**src/rtl/reset_seq_pkg.sv**
```systemverilog
`default_nettype none
// +--------------------------------------------------------------------+
// | reset_seq_pkg                                                      |
// | Shared state encoding and counter sizing for the reset sequencer.  |
// | Revision: 1.0                                                      |
// +--------------------------------------------------------------------+
package reset_seq_pkg;

    typedef enum logic [1:0] {
        S_HOLD    = 2'd0,
        S_STRETCH = 2'd1,
        S_RELEASE = 2'd2,
        S_RUN     = 2'd3
    } seq_state_t;

    // One counter serves both the stretch and the inter-domain gap.
    function automatic int cnt_width(input int stretch_cycles, input int gap_cycles);
        int longest;
        longest = (stretch_cycles > gap_cycles) ? stretch_cycles : gap_cycles;
        return $clog2(longest + 1);
    endfunction

endpackage
`default_nettype wire

```
**src/rtl/reset_sync_chain.sv**
```systemverilog
`default_nettype none
// +--------------------------------------------------------------------+
// | reset_sync_chain                                                   |
// | Asynchronous-assert, synchronous-release reset synchronizer.       |
// | Revision: 1.0                                                      |
// +--------------------------------------------------------------------+
module reset_sync_chain #(
    parameter int DEPTH = 3
) (
    input  logic clk,
    input  logic rst,
    output logic rst_sync
);

    logic [DEPTH-1:0] r_stages;

    always_ff @(posedge clk or posedge rst) begin
        if (rst) begin
            r_stages <= '1;
        end else begin
            r_stages <= {r_stages[DEPTH-2:0], 1'b0};
        end
    end

    assign rst_sync = r_stages[DEPTH-1];

endmodule
`default_nettype wire

```
**src/rtl/reset_sequencer.sv**
```systemverilog
`default_nettype none
// +--------------------------------------------------------------------+
// | reset_sequencer                                                    |
// | Stretches and releases domain resets in order; warm-reset handshake.|
// | Revision: 1.0                                                      |
// +--------------------------------------------------------------------+
module reset_sequencer
    import reset_seq_pkg::*;
#(
    parameter int SYNC_STAGES = 3,
    parameter int STRETCH     = 16,
    parameter int NUM_DOMAINS = 3,
    parameter int GAP         = 4
) (
    input  logic                   clk,
    input  logic                   rst,
    input  logic                   sw_reset_req,
    output logic                   sw_reset_ack,
    output logic [NUM_DOMAINS-1:0] domain_rst,
    output logic                   done
);

    localparam int C_CNT_W = cnt_width(STRETCH, GAP);
    localparam int C_IDX_W = (NUM_DOMAINS > 1) ? $clog2(NUM_DOMAINS) : 1;

    // Loads are one less than the period: the release happens on the edge
    // that observes a zero count.
    localparam logic [C_CNT_W-1:0] C_STRETCH_LOAD = C_CNT_W'(STRETCH - 1);
    localparam logic [C_CNT_W-1:0] C_GAP_LOAD     = C_CNT_W'(GAP - 1);
    localparam logic [C_IDX_W-1:0] C_LAST_IDX     = C_IDX_W'(NUM_DOMAINS - 1);
    localparam logic [C_IDX_W-1:0] C_FIRST_GAP    = C_IDX_W'(1);

    logic               w_rst_sync;
    seq_state_t         r_state;
    logic [C_CNT_W-1:0] r_cnt;
    logic [C_IDX_W-1:0] r_idx;

    reset_sync_chain #(
        .DEPTH (SYNC_STAGES)
    ) u_sync (
        .clk      (clk),
        .rst      (rst),
        .rst_sync (w_rst_sync)
    );

    always_ff @(posedge clk or posedge rst) begin
        if (rst) begin
            r_state      <= S_HOLD;
            r_cnt        <= '0;
            r_idx        <= '0;
            domain_rst   <= '1;
            done         <= 1'b0;
            sw_reset_ack <= 1'b0;
        end else begin
            sw_reset_ack <= 1'b0;
            case (r_state)
                S_HOLD: begin
                    if (!w_rst_sync) begin
                        r_state <= S_STRETCH;
                        r_cnt   <= C_STRETCH_LOAD;
                    end
                end

                S_STRETCH: begin
                    if (r_cnt == '0) begin
                        domain_rst[0] <= 1'b0;
                        if (NUM_DOMAINS == 1) begin
                            r_state <= S_RUN;
                            done    <= 1'b1;
                        end else begin
                            r_state <= S_RELEASE;
                            r_cnt   <= C_GAP_LOAD;
                            r_idx   <= C_FIRST_GAP;
                        end
                    end else begin
                        r_cnt <= r_cnt - 1'b1;
                    end
                end

                S_RELEASE: begin
                    if (r_cnt == '0) begin
                        domain_rst[r_idx] <= 1'b0;
                        if (r_idx == C_LAST_IDX) begin
                            r_state <= S_RUN;
                            done    <= 1'b1;
                        end else begin
                            r_idx <= r_idx + 1'b1;
                            r_cnt <= C_GAP_LOAD;
                        end
                    end else begin
                        r_cnt <= r_cnt - 1'b1;
                    end
                end

                S_RUN: begin
                    if (sw_reset_req) begin
                        domain_rst   <= '1;
                        sw_reset_ack <= 1'b1;
                        done         <= 1'b0;
                        r_state      <= S_STRETCH;
                        r_cnt        <= C_STRETCH_LOAD;
                        r_idx        <= '0;
                    end
                end

                default: begin
                    r_state <= S_HOLD;
                end
            endcase
        end
    end

endmodule
`default_nettype wire

```
**config.mk**
```make
export PLATFORM = sky130hd
export DESIGN_NAME = reset_sequencer
export DESIGN_NICKNAME = d
export VERILOG_FILES = /design/src/rtl/reset_seq_pkg.sv /design/src/rtl/reset_sync_chain.sv /design/src/rtl/reset_sequencer.sv
export SDC_FILE = /design/constraint.sdc
export NUM_CORES = 1
export LEC_CHECK = 0
export ABC_AREA = 1
export CAP_MARGIN = 20
export CORE_MARGIN = 5
export CORE_UTILIZATION = 45
export DETAILED_ROUTE_END_ITERATION = 6
export GPL_TIMING_DRIVEN = 0
export PLACE_DENSITY_LB_ADDON = 0.05
export SLEW_MARGIN = 20
export SYNTH_ARGS = -nofsm -noshare
export SYNTH_HDL_FRONTEND = slang
export SYNTH_SLANG_ARGS = --single-unit
```
**constraint.sdc**
```tcl
create_clock -name clk -period 1.3 [get_ports clk]
set_clock_uncertainty 0.05 [all_clocks]
set_input_delay 0.26 -clock clk [delete_from_list [all_inputs] [get_ports clk]]
set_output_delay 0.26 -clock clk [all_outputs]
set_load 0.01 [all_outputs]
```
==> results.cfg <==
[clocking]
cts_tree = yes
cts.hold.buffers_added = 0
clock_sinks = 17
tritoncts_buffer_count = 3
clock_tree.buffer_depth = 2
path_clk_slew_ns = 0.11
clk_latency_ns = 0.31
htree_levels = 1
clock_tree.root_cell = clkbuf_4

[final_layout]
diodes = 0
fin_area_um2 = 1395
area.growth.synth_to_final_pct = 37.65
nNetsFinal = 161
finalCoreUtilization_pct = 63.68
drive_above_1_share_pct = 41.50

[placed_design]
finalWeightedCongestion = 0.7762
hpwl_dp_mm = 1.380
port_buffers = 7
placement.cell_area_um2 = 1134
placement.setup.worst_slack_ns = -0.2051

[power_and_ir_drop]
static_leakage_power_nw = 0.6811
power.density_nw_per_um2 = 2473
peak_vdd_ir_v = 0.001361
totalPowerFinal_mw = 3.450

[worst_setup_path]
cp_cell_sequence = inv_4, ha_4, inv_4, nor2_4, buf_4, inv_2, nand4_1, nand2_1
worst_ep_arrival_time_ns = 1.61
critPathCaptureType = flop
most_used_cell_cp = inv_4
worst_r2r_path_depth = 8
timing.critical_path.from_type = flop
crit_required_ns = 1.46
worst_r2r_endpoint = done$_DFFE_PP0P_
setup.worst_path.class = reg -> reg
path_max_fanout = 6
crit_slowest_cell = dfrtp_2
worst_r2r_startpoint = r_state[0]$_DFFE_PP0P_
cpPeakStageDelay_ns = 0.48
reg2reg_slack_ns = -0.15

[sta]
grt_setup_unrepaired = yes
fin_crit_sh_pct = 111.2
final.min_clock_period_ns = 1.446
maxSlewViolCount = 0
timing.max_slew.rel_slack_pct = 56.95
max_slew.worst_pin.slew_ns = 0.6450
final-setup-viol-count = 11
postLayoutSetupSlackWorst_ns = -0.1460
finalHoldViolCount = 0
timing.fmax_ghz = 0.6916

[floorplan]
top_level_ports = 8
die_w_um = 57.46
total_die_area_um2 = 3301
starting_density_of_the_core_pct = 46.26
num_rows = 17
floorplan.die.height_um = 57.46
design.core.area_um2 = 2191

[route]
via_count = 831
drtIter0Drc = 19
remaining_drc_errors = 0
detail-route-antenna-nets = 0
routed_wl_mm = 2.132
detailedRoute.firstPassIterationCount = 4
avgRoutedWirePerCell_um = 12.18
route.detailed.vias_per_inst = 4.749

[synth]
synth_cell_type_count = 18
synthesized_instance_count = 123
post_synth_fa_ha_maj_area_fraction_pct = 12.35
yosys_most_used_dff = dfrtp_1
synth_sequential_area_ratio_pct = 42.72
cell_types_with_the_highest_counts_after_synthesis = nand2_1, inv_1, dfrtp_1, nand3_1, ha_1
post-synth-top-count-cell = nand2_1
synth_fp_nets = 136
ys_seq_elements = 17
compound_gate_fraction_of_synth_area_pct = 4.691
synth_async_sr_flop_share_pct = 100.0
netlist_top_cells_area = dfrtp_1, nand2_1, dfstp_2, ha_1, nand3_1
synth_top_family_by_area = simple AND/OR/NAND/NOR gates
edff_count_synth = 0
netlist.top_cell.by_area = dfrtp_1
synth-xor-area-share_pct = 0
netlist_area_pre_place_um2 = 1013
post_synth.cell_area_avg_um2 = 8.240
synth_simple_gate_area_share_pct = 34.32
netlist.area_leader.share_pct = 27.16
synth.area.mux_share_pct = 0
synthesis.yosys.warnings = 0

[min_path]
min_path_type = in -> async

[grt]
antenna_found_initial = 0
grt_pass1_wl_mm = 3.760
congestion_overflow_gr = 0
grt.total_usage_pct = 14.70
grt_max_degree = 18
grt_pass1_vias = 824

[outcome]
violated_checks = negative setup slack
status = finished with violations

[flow_run]
count_of_maximum_capacitance_violations = 0
## worst max-delay path: cells and delay by family, from the launching register on
kind	cells	cell delay (ns)
adder cells (fa/ha/maj)	1	0.21
buffers and inverters	4	0.32
flip-flops	1	0.48
AND/OR/NAND/NOR	3	0.28
## power by group
group / total, mW / internal, mW / leakage (nW) / switching [mW]
sequential: 0.951 / 0.754 / 0.193 / 0.197
clock: 0.302 / 0.118 / 0.0139 / 0.185
combinational: 2.20 / 1.05 / 0.474 / 1.15
## state kept, by name, indices dropped and copies added (netlist names)
register,count
r_idx,2
u_sync.r_stages,3
done,1
domain_rst,3
r_state,2
sw_reset_ack,1
r_cnt,5
## metal layers
metal,routed length [um],up-vias,track usage [%]
met5,0,-,0
met4,25,0,2.980
met3,85,4,4.525
met2,1049,9,25.32
met1,971,387,17.98
li1,-,431,-
## what timing repair did
item                       4_1_cts  5_1_grt
cloned                           0        0
pin swaps                       13        9
resized for setup               50        7
buffers inserted                11        2
setup endpoints to repair       18       16
## worst max-delay path by stage
stage                                start                     end  slack, ns  cells past startpoint
floorplan             r_cnt[0]$_DFFE_PP0P_  r_state[1]$_DFFE_PP0P_      0.002                      7
global placement              sw_reset_req    r_cnt[3]$_DFFE_PP0P_      -0.20                      7
detailed placement            sw_reset_req    r_cnt[4]$_DFFE_PP0P_      -0.21                      7
CTS                 r_state[0]$_DFFE_PP0P_    r_idx[1]$_DFFE_PP0P_      -0.07                      7
global route        r_state[0]$_DFFE_PP0P_    r_idx[1]$_DFFE_PP0P_      -0.22                      7
finish              r_state[0]$_DFFE_PP0P_        done$_DFFE_PP0P_      -0.15                      8
## stage by stage
step,std cells,TNS [ns],hold slack [ns]
2_1_floorplan,123,0,0.1317
3_3_place_gp,158,-2.264,0.2962
3_5_place_dp,158,-2.372,0.2976
4_1_cts,173,-0.3138,0.2938
5_1_grt,175,-1.569,0.3166
6_report,175,-0.6355,0.2728
## cell families (layout without fill, tap and decap cells)
group                    after synthesis  after routing
other                                  1              1
AND/OR/NAND/NOR                       76             76
adder cells (fa/ha/maj)               10             10
buffers and inverters                 15             39
flip-flops                            17             17
AO/OA/AOI/OAI                          4              4
## area by class of cell
cell class	count	area, um^2
Clock inverter	1	7.507
Sequential cell	17	435.4
Inverter	15	63.81
Multi-Input combinational cell	91	661.9
Fill cell	198	795.8
Clock buffer	3	22.52
Tap cell	28	35.03
Timing Repair Buffer	20	168.9
## layout by cell type, fill, tap and decap left out
cell             instances
nand2_1                 41
buf_4                   12
nand3_1                 10
dfrtp_1                  9
inv_1                    8
dfstp_2                  6
nand2_4                  5
nor2_2                   5
ha_4                     5
nor2_4                   4
nand3b_1                 4
inv_2                    4
ha_1                     4
inv_4                    3
clkbuf_4                 3
buf_6                    3
nand2_2                  2
nor2_1                   2
clkdlybuf4s50_1          2
clkdlybuf4s15_1          2
dfrtp_2                  2
nand3_4                  1
o21ai_4                  1
o21bai_1                 1
o21bai_4                 1
o21ai_1                  1
nand4_1                  1
nand3_2                  1
ha_2                     1
clkinvlp_4               1
buf_2                    1
conb_1                   1
Power figures use the tool's default switching activity.
